**src/rtl/cp0_regs_pkg.sv**
```systemverilog
// Shared constants for the CP0 register file: register numbers, exception
// codes, mtc0 writable masks and the default exception vector.
package cp0_regs_pkg;

  localparam logic [4:0] CP0_BADVADDR = 5'd8;
  localparam logic [4:0] CP0_COUNT    = 5'd9;
  localparam logic [4:0] CP0_COMPARE  = 5'd11;
  localparam logic [4:0] CP0_STATUS   = 5'd12;
  localparam logic [4:0] CP0_CAUSE    = 5'd13;
  localparam logic [4:0] CP0_EPC      = 5'd14;

  localparam logic [31:0] EXC_INT  = 32'h0000_0001;
  localparam logic [31:0] EXC_ADEL = 32'h0000_0004;
  localparam logic [31:0] EXC_ADES = 32'h0000_0005;
  localparam logic [31:0] EXC_SYS  = 32'h0000_0008;
  localparam logic [31:0] EXC_BP   = 32'h0000_0009;
  localparam logic [31:0] EXC_RI   = 32'h0000_000a;
  localparam logic [31:0] EXC_OV   = 32'h0000_000c;
  localparam logic [31:0] EXC_ERET = 32'h0000_000e;

  localparam logic [31:0] STATUS_WMASK   = 32'h0000_FF03;
  localparam logic [31:0] CAUSE_WMASK    = 32'h0000_0300;
  localparam logic [31:0] EXC_VECTOR_DEF = 32'hBFC0_0380;

  // Only the encoder's known codes count as an exception; anything else is idle.
  function automatic logic exc_known(input logic [31:0] t);
    logic k;
    case (t)
      EXC_INT, EXC_ADEL, EXC_ADES, EXC_SYS,
      EXC_BP, EXC_RI, EXC_OV, EXC_ERET: k = 1'b1;
      default:                          k = 1'b0;
    endcase
    return k;
  endfunction

endpackage

```
**src/rtl/cp0_timer.sv**
```systemverilog
// Count/Compare timer with the sticky timer-interrupt latch.
// Only instantiated when CP0_TIMER_EN is defined.
module cp0_timer (
  input  logic        clk,
  input  logic        rst,
  input  logic        count_we,
  input  logic        compare_we,
  input  logic [31:0] wdata,
  output logic [31:0] count,
  output logic [31:0] compare,
  output logic        timer_int
);

  always_ff @(posedge clk) begin
    if (rst) begin
      count     <= 32'd0;
      compare   <= 32'd0;
      timer_int <= 1'b0;
    end else begin
      count <= count_we ? wdata : count + 32'd1;
      if (compare_we)
        compare <= wdata;
      // A Compare write acknowledges the interrupt and beats a same-cycle match.
      if (compare_we)
        timer_int <= 1'b0;
      else if ((count == compare) && (compare != 32'd0))
        timer_int <= 1'b1;
    end
  end

endmodule

```
**src/rtl/cp0_regs.sv**
```systemverilog
// CP0 register file: exception bookkeeping, mfc0/mtc0 and flush/redirect.
// Define CP0_TIMER_EN to build in the Count/Compare timer (cp0_timer).
module cp0_regs
  import cp0_regs_pkg::*;
#(
  parameter logic [31:0] EXC_VECTOR = EXC_VECTOR_DEF,
  parameter logic [31:0] STATUS_RST = 32'h0040_0000
) (
  input  logic        clk,
  input  logic        rst,
  input  logic        we_i,
  input  logic [4:0]  waddr_i,
  input  logic [4:0]  raddr_i,
  input  logic [31:0] wdata_i,
  input  logic [5:0]  int_i,
  input  logic [31:0] exceptionType_i,
  input  logic [31:0] currentPC_i,
  input  logic        isInDelaySlot_i,
  input  logic [31:0] badVAddr_i,
  output logic [31:0] data_o,
  output logic [31:0] status_o,
  output logic [31:0] cause_o,
  output logic [31:0] epc_o,
  output logic [31:0] count_o,
  output logic [31:0] compare_o,
  output logic [31:0] badvaddr_o,
  output logic        timer_int_o,
  output logic        flush_o,
  output logic [31:0] newPC_o
);

  logic        exc_any;
  logic        is_eret;
  logic        exc_take;
  logic        wr;
  logic [31:0] status_wval;
  logic [31:0] cause_wval;

  assign exc_any  = exc_known(exceptionType_i);
  assign is_eret  = (exceptionType_i == EXC_ERET);
  assign exc_take = exc_any && !is_eret;
  // Any exception, eret included, swallows a coincident mtc0.
  assign wr       = we_i && !exc_any;

  assign status_wval = (wdata_i & STATUS_WMASK) | (status_o & ~STATUS_WMASK);
  assign cause_wval  = (wdata_i & CAUSE_WMASK)  | (cause_o  & ~CAUSE_WMASK);

`ifdef CP0_TIMER_EN
  cp0_timer u_timer (
    .clk        (clk),
    .rst        (rst),
    .count_we   (wr && (waddr_i == CP0_COUNT)),
    .compare_we (wr && (waddr_i == CP0_COMPARE)),
    .wdata      (wdata_i),
    .count      (count_o),
    .compare    (compare_o),
    .timer_int  (timer_int_o)
  );
`else
  assign count_o     = 32'd0;
  assign compare_o   = 32'd0;
  assign timer_int_o = 1'b0;
`endif

  always_ff @(posedge clk) begin
    if (rst)
      status_o <= STATUS_RST;
    else if (exc_take)
      status_o[1] <= 1'b1;
    else if (is_eret)
      status_o[1] <= 1'b0;
    else if (wr && (waddr_i == CP0_STATUS))
      status_o <= status_wval;
  end

  always_ff @(posedge clk) begin
    if (rst) begin
      cause_o <= 32'd0;
    end else begin
      cause_o[15:10] <= {int_i[5] | timer_int_o, int_i[4:0]};
      if (exc_take) begin
        // BD is frozen for nested exceptions, like EPC.
        if (!status_o[1])
          cause_o[31] <= isInDelaySlot_i;
        cause_o[6:2] <= (exceptionType_i == EXC_INT) ? 5'd0 : exceptionType_i[4:0];
      end else if (wr && (waddr_i == CP0_CAUSE)) begin
        cause_o[9:8] <= wdata_i[9:8];
      end
    end
  end

  always_ff @(posedge clk) begin
    if (rst)
      epc_o <= 32'd0;
    else if (exc_take && !status_o[1])
      epc_o <= isInDelaySlot_i ? currentPC_i - 32'd4 : currentPC_i;
    else if (wr && (waddr_i == CP0_EPC))
      epc_o <= wdata_i;
  end

  always_ff @(posedge clk) begin
    if (rst)
      badvaddr_o <= 32'd0;
    else if (exc_take && ((exceptionType_i == EXC_ADEL) || (exceptionType_i == EXC_ADES)))
      badvaddr_o <= badVAddr_i;
  end

  always_comb begin
    data_o = 32'd0;
    case (raddr_i)
      CP0_BADVADDR: data_o = badvaddr_o;
      CP0_COUNT:    data_o = count_o;
      CP0_COMPARE:  data_o = compare_o;
      CP0_STATUS:   data_o = status_o;
      CP0_CAUSE:    data_o = cause_o;
      CP0_EPC:      data_o = epc_o;
      default:      data_o = 32'd0;
    endcase
    // Forward the value the pending mtc0 will actually leave in the register.
    if (wr && (waddr_i == raddr_i)) begin
      case (waddr_i)
        CP0_STATUS: data_o = status_wval;
        CP0_CAUSE:  data_o = cause_wval;
        CP0_EPC:    data_o = wdata_i;
`ifdef CP0_TIMER_EN
        CP0_COUNT:   data_o = wdata_i;
        CP0_COMPARE: data_o = wdata_i;
`endif
        default: ;
      endcase
    end
  end

  always_comb begin
    flush_o = 1'b0;
    newPC_o = 32'd0;
    if (is_eret) begin
      flush_o = 1'b1;
      newPC_o = epc_o;
    end else if (exc_take) begin
      flush_o = 1'b1;
      newPC_o = EXC_VECTOR;
    end
  end

endmodule

```
**config.mk**
```make
export PLATFORM = sky130hd
export DESIGN_NAME = cp0_regs
export DESIGN_NICKNAME = d
export VERILOG_FILES = /design/src/rtl/cp0_regs_pkg.sv /design/src/rtl/cp0_timer.sv /design/src/rtl/cp0_regs.sv
export SDC_FILE = /design/constraint.sdc
export NUM_CORES = 1
export LEC_CHECK = 0
export CAP_MARGIN = 20
export CORE_AREA = 2 2 157 159
export CTS_BUF_LIST = sky130_fd_sc_hd__clkbuf_4 sky130_fd_sc_hd__clkbuf_8
export DETAILED_ROUTE_END_ITERATION = 7
export DIE_AREA = 0 0 159 161
export GPL_ROUTABILITY_DRIVEN = 0
export PLACE_DENSITY = 0.63
export SLEW_MARGIN = 20
export SYNTH_ARGS = -nofsm -noshare
export SYNTH_HDL_FRONTEND = slang
export SYNTH_SLANG_ARGS = --single-unit
```
**constraint.sdc**
```tcl
create_clock -name clk -period 5.3 [get_ports clk]
set_input_delay 0.795 -clock clk [delete_from_list [all_inputs] [get_ports clk]]
set_output_delay 0.795 -clock clk [all_outputs]
set_load 0.02 [all_outputs]
```
=== Yosys cells after proc, flatten, opt, wreduce, memory -nomap -nowiden ===
Memory sizes are Yosys's and may differ from the RTL's.
Index checks and enable logic that the tools add are counted.
W data, S select, Z words.

* Flip-flop bits (word level): 110
* Memories kept: 1
* Latch bits: 0
* Input bits: 148
* ROM bits: 16
* Word-level logic and storage cells: 60
* Bits in writable memories: 0

* Mux-type cells: 15
* $mul: 0
* Shift-type cells: 0
* Reduce and logical (&&, ||, !) cells: 18
* Equal/unequal tests: 12
* Bitwise logic cells: 5
* Magnitude comparators: 0
* Add/sub/neg operators: 1
* Divide/modulo/power cells: 0

{| class="wikitable"
|+ Memory list
! name !! depth !! bits a word !! read ports !! clocked after Yosys merged registers in !! wr ports !! RTL line !! text
|-
| (no name shown) || 16 || 1 || 1 || 0 || 0 || cp0_regs_pkg.sv:28 || <nowiki>case (t)</nowiki>
|}

{| class="wikitable"
|+ Operators by type and width
! operator !! count
|-
| $mux W32 || 6
|-
| $pmux W32 S4 || 1
|-
| $pmux W32 S3 || 1
|-
| $eq A32 B3 Y1 const B || 2
|-
| $eq A5 B4 Y1 const B || 7
|-
| $eq A32 B1 Y1 const B || 1
|-
| $eq A32 B4 Y1 const B || 1
|-
| $or A10 B32 Y32 || 1
|-
| $or A16 B32 Y32 || 1
|-
| $sub A32 B3 Y32 const B || 1
|-
| $logic_not A28 Y1 || 1
|-
| $logic_and A1 B1 Y1 || 8
|-
| $eq A5 B5 Y1 || 1
|-
| $mux W1 || 5
|-
| $mux W5 || 1
|-
| $reduce_and A2 Y1 || 2
|-
| $logic_not A1 Y1 || 3
|-
| $not A1 Y1 || 3
|-
| $reduce_and A3 Y1 || 1
|-
| $reduce_bool A3 Y1 || 1
|-
| $mux W2 || 1
|-
| $reduce_bool A2 Y1 || 1
|-
| $logic_or A1 B1 Y1 || 1
|}

=== Longest topological paths before layout ===
* Depth in word-level cells: 8
* Depth in mapped cells: 10

=== Worst setup path before layout ===
Ideal clock, no wire load.

* Kind: input to output
* Start point: input exceptionType_i[22]
* End point: output data_o[8]
* Arrival time: 2767 ps
* Slack: 1738 ps
* Stages: 9
* Path through: nor4_1 and4_1 o211ai_1 inv_1 clkbuf_1 clkbuf_1 clkbuf_1 nor4_1 a31oi_1

* Cells in the longest elaborated chain, start to end: 6

{| class="wikitable"
|+ RTL lines
! what !! RTL line !! text
|-
| start, declared || cp0_regs.sv:16 || <nowiki>input logic [31:0] exceptionType_i,</nowiki>
|-
| $logic_not A28 Y1 || cp0_regs_pkg.sv:28 ||
|-
| $mux W1 || cp0_regs_pkg.sv:28 ||
|-
| $logic_not A1 Y1 || cp0_regs.sv:43 || <nowiki>assign wr = we_i && !exc_any;</nowiki>
|-
| $logic_and A1 B1 Y1 || cp0_regs.sv:43 ||
|-
| $logic_and A1 B1 Y1 || cp0_regs.sv:120 || <nowiki>if (wr && (waddr_i == raddr_i)) begin</nowiki>
|-
| $mux W32 || cp0_regs.sv:120 ||
|-
| end, declared || cp0_regs.sv:20 || <nowiki>output logic [31:0] data_o,</nowiki>
|}

Every way passes these cells.

=== Final worst setup path ===
* Start point: input waddr_i[3]
* End point: output data_o[30]

* Cells in the longest elaborated chain, start to end: 3
* Elaborated cells on any way between the ends: 7

{| class="wikitable"
|+ RTL lines
! what !! RTL line !! text
|-
| start, declared || cp0_regs.sv:12 || <nowiki>input logic [4:0] waddr_i,</nowiki>
|-
| $eq A5 B4 Y1 or $eq A5 B5 Y1 (tied branches) || cp0_regs.sv:121, cp0_regs.sv:120 ||
|-
| $pmux W32 S3 or $logic_and A1 B1 Y1 (tied branches) || cp0_regs.sv:121, cp0_regs.sv:120 ||
|-
| $mux W32 (*) || cp0_regs.sv:120 ||
|}

Mark *: on every way between the ends. The rest lies on a longest branch, timed or not.

==> impl_metrics.yaml <==
worst_setup_path:
  worstSetupPathType: "primary input to output pin"
  worst_r2r_path_depth: 4
  crit_path_start_kind: "primary input"
  r2r_slack_ps: 3330
  r2r-start: "status_o[1]"
  r2r-end: "epc_o[9]"
  worstPathArrival_ps: 3670
  critical_path.max_fanout: 15
  worstSetupEndpointType: "output pin"
  crit_required_ps: 4510
floorplanning:
  die_x_um: 159
  num_rows: 57
  core_region_area_mm2: 0.02396
  fp.dieH_um: 161
  start_util_pct: 25.88
  ios: 406
  die_area_mm2: 0.02560
yosys:
  ys_ff_latch: 88
  ys_warn_count: 0
  synth-edff-count: 0
  syn-instance-count: 796
  synthDistinctLibCells: 63
  syn_avg_cell_area_um2: 7.790
  synthArstFlopShare_pct: 0
  synth_area_mm2: 0.006201
  synth_flop_cell: "dfxtp_1"
  ys_seq_area_share_pct: 28.41
timing:
  fmaxAchievable_mhz: 223.9
  hold_viol: 0
  whs_ps: 475.8
  rsz0062_at_grt: "no"
  relSlewSlack_pct: 30.17
  finalClockSkew_ps: 16.20
  report.final.slew_viol_count: 0
  worst_slew_pin_slew_ps: 1048
  fin_ws_ps: 834.7
  min_period_over_period_pct: 84.25
  final-setup-viol-count: 0
  period_minus_slack_ps: 4465
  setup-tns-final_ps: 0
clock_tree:
  cts_hold_buf: 0
  clock_path_buffers: 2
  numCtsBuffers: 9
  cts_root_buffer: "clkbuf_8"
  cts_tree: "yes"
  post_cts_buffers: 0
  cts_resized: 0
  clock_latency_ps: 380
  clkTransAtPathRegs_ps: 90
  htreeDepth: 3
  cts_sinks: 88
outcome:
  outcome: "finished, final reports clean"
cells_and_area:
  layout_common_cells: "298 x clkdlybuf4s50_1, 105 x conb_1, 88 x dfxtp_1"
  drive_gt1_share_pct: 6.349
  finalInstanceArea_mm2: 0.009395
  register_area_mm2: 0.001762
  layout.nets: 1215
  layout_commonest_cell: "clkdlybuf4s50_1"
  num-fill-cells: 2498
  multi_input_area_mm2: 0.003831
  area_delta_synth_final_pct: 51.51
route:
  wire_per_inst_um: 20.69
  routed_wl_mm: 28.94
  num_vias: 7138
  ant_nets: 0
  first_pass_iters: 5
  drc: 0
  drt_iter0_markers: 447
  viasPerCell: 5.102
job:
  max_cap_viol_count: 0
global_route:
  grt_pass1_wl_mm: 42.21
  grtUsageTotal_pct: 21.51
  grt_max_degree: 91
  grt_pass1_vias: 6665
  antenna_found_initial: 4
  grt-ovfl-total: 0
power:
  netSwitchingFraction_pct: 31.76
  power_switching_w: 0.0004578
  internal-power_w: 0.0009834
  clockPowerShare_pct: 32.5
  peakVddDrop_mv: 0.09013
  p_comb_share_pct: 20.8
  p_leak_nw: 3.267
  power_w: 0.001441
  power_density_mw_per_mm2: 153.4
  power.share.sequential_pct: 46.7
min_path:
  min_from: "badvaddr_o[18]"
  min_to: "badvaddr_o[18]"
  min_path_type: "flop to flop"
  min_path_cells: 2
placement:
  hpwl_mm: 21.90
  port_buffers: 300
  dp_worst_setup_slack_ps: 832.8
  postPlaceCellArea_mm2: 0.009196
-- synthesized netlist by cell type, types with 18 or more instances --
library cell  count  share of area (%)
buf_4           105                 13
dfxtp_1          88                 28
nand2_1          80                4.8
clkbuf_1         60                3.6
a21oi_1          59                4.8
a22oi_1          35                4.2
nand3_1          27                2.2
o21ai_0          27                2.2
or3_1            23                2.3
and2_1           21                2.1
nor2_1           19                1.2
nor4_1           19                1.9
a31oi_1          18                1.8
-- worst max path at each step --
stage / slack (ps) / start / end / cells after the start
3_5_place_dp: 830 / exceptionType_i[2] / data_o[20] / 10
4_1_cts: 830 / exceptionType_i[2] / data_o[30] / 10
3_3_place_gp: 910 / raddr_i[1] / data_o[6] / 8
6_report: 830 / waddr_i[3] / data_o[30] / 7
5_1_grt: 580 / exceptionType_i[2] / data_o[30] / 10
2_1_floorplan: 1740 / exceptionType_i[22] / data_o[8] / 9
-- state kept, by name, summed over array words and instances (netlist names) --
name and count:
cause_o 14, badvaddr_o 32, status_o 10, epc_o 32
-- worst max-delay path: stages --
cell             delay, ps
clkdlybuf4s50_1        530
nor4bb_2               370
and2_0                 620
nor3b_2                280
buf_4                  280
o2bb2ai_1              150
clkdlybuf4s50_1        630
-- power by group through the flow --
stage,registers [W],clock network [W],logic (W)
2_1_floorplan,0.000692,0,0.000183
3_3_place_gp,0.000688,0,0.000297
3_5_place_dp,0.000688,0,0.000298
4_1_cts,0.000673,0.000489,0.000299
5_1_grt,0.000674,0.000514,0.000319
6_report,0.000673,0.000469,0.000300
-- metrics by stage --
step	util, %	std cells
6_report	39.21	1399
3_5_place_dp	38.38	1379
4_1_cts	39.16	1395
5_1_grt	39.20	1398
3_3_place_gp	38.38	1379
2_1_floorplan	-	899
-- routing by layer --
metal / global-route usage [%] / part of all wire, % / vias up
met5: 0 / 0 / -
met4: 7.149 / 2.4 / 0
met3: 4.982 / 7.7 / 37
met2: 36.46 / 48 / 373
met1: 27.00 / 42 / 3413
li1: - / - / 3315
-- cell type report --
type | count | area share [%]
timing repair buffer | 325 | 33.91
sequential | 88 | 18.75
multi-input combinational | 638 | 40.78
clock buffer | 10 | 1.398
antenna | 4 | 0.1065
clock inverter | 6 | 0.5860
inverter | 4 | 0.1598
tap | 324 | 4.315
-- cells by family after synthesis --
family / after synthesis / share of synthesized area (%)
flip-flops: 88 / 28.41
AO/OA/AOI/OAI: 246 / 27.80
AND/OR/NAND/NOR: 259 / 22.44
multiplexers: 10 / 1.634
buffers and inverters: 173 / 16.99
other: 2 / 0.1211
adder cells (fa/ha/maj): 1 / 0.2017
XOR/XNOR: 17 / 2.401
Power figures use the tool's default switching activity.
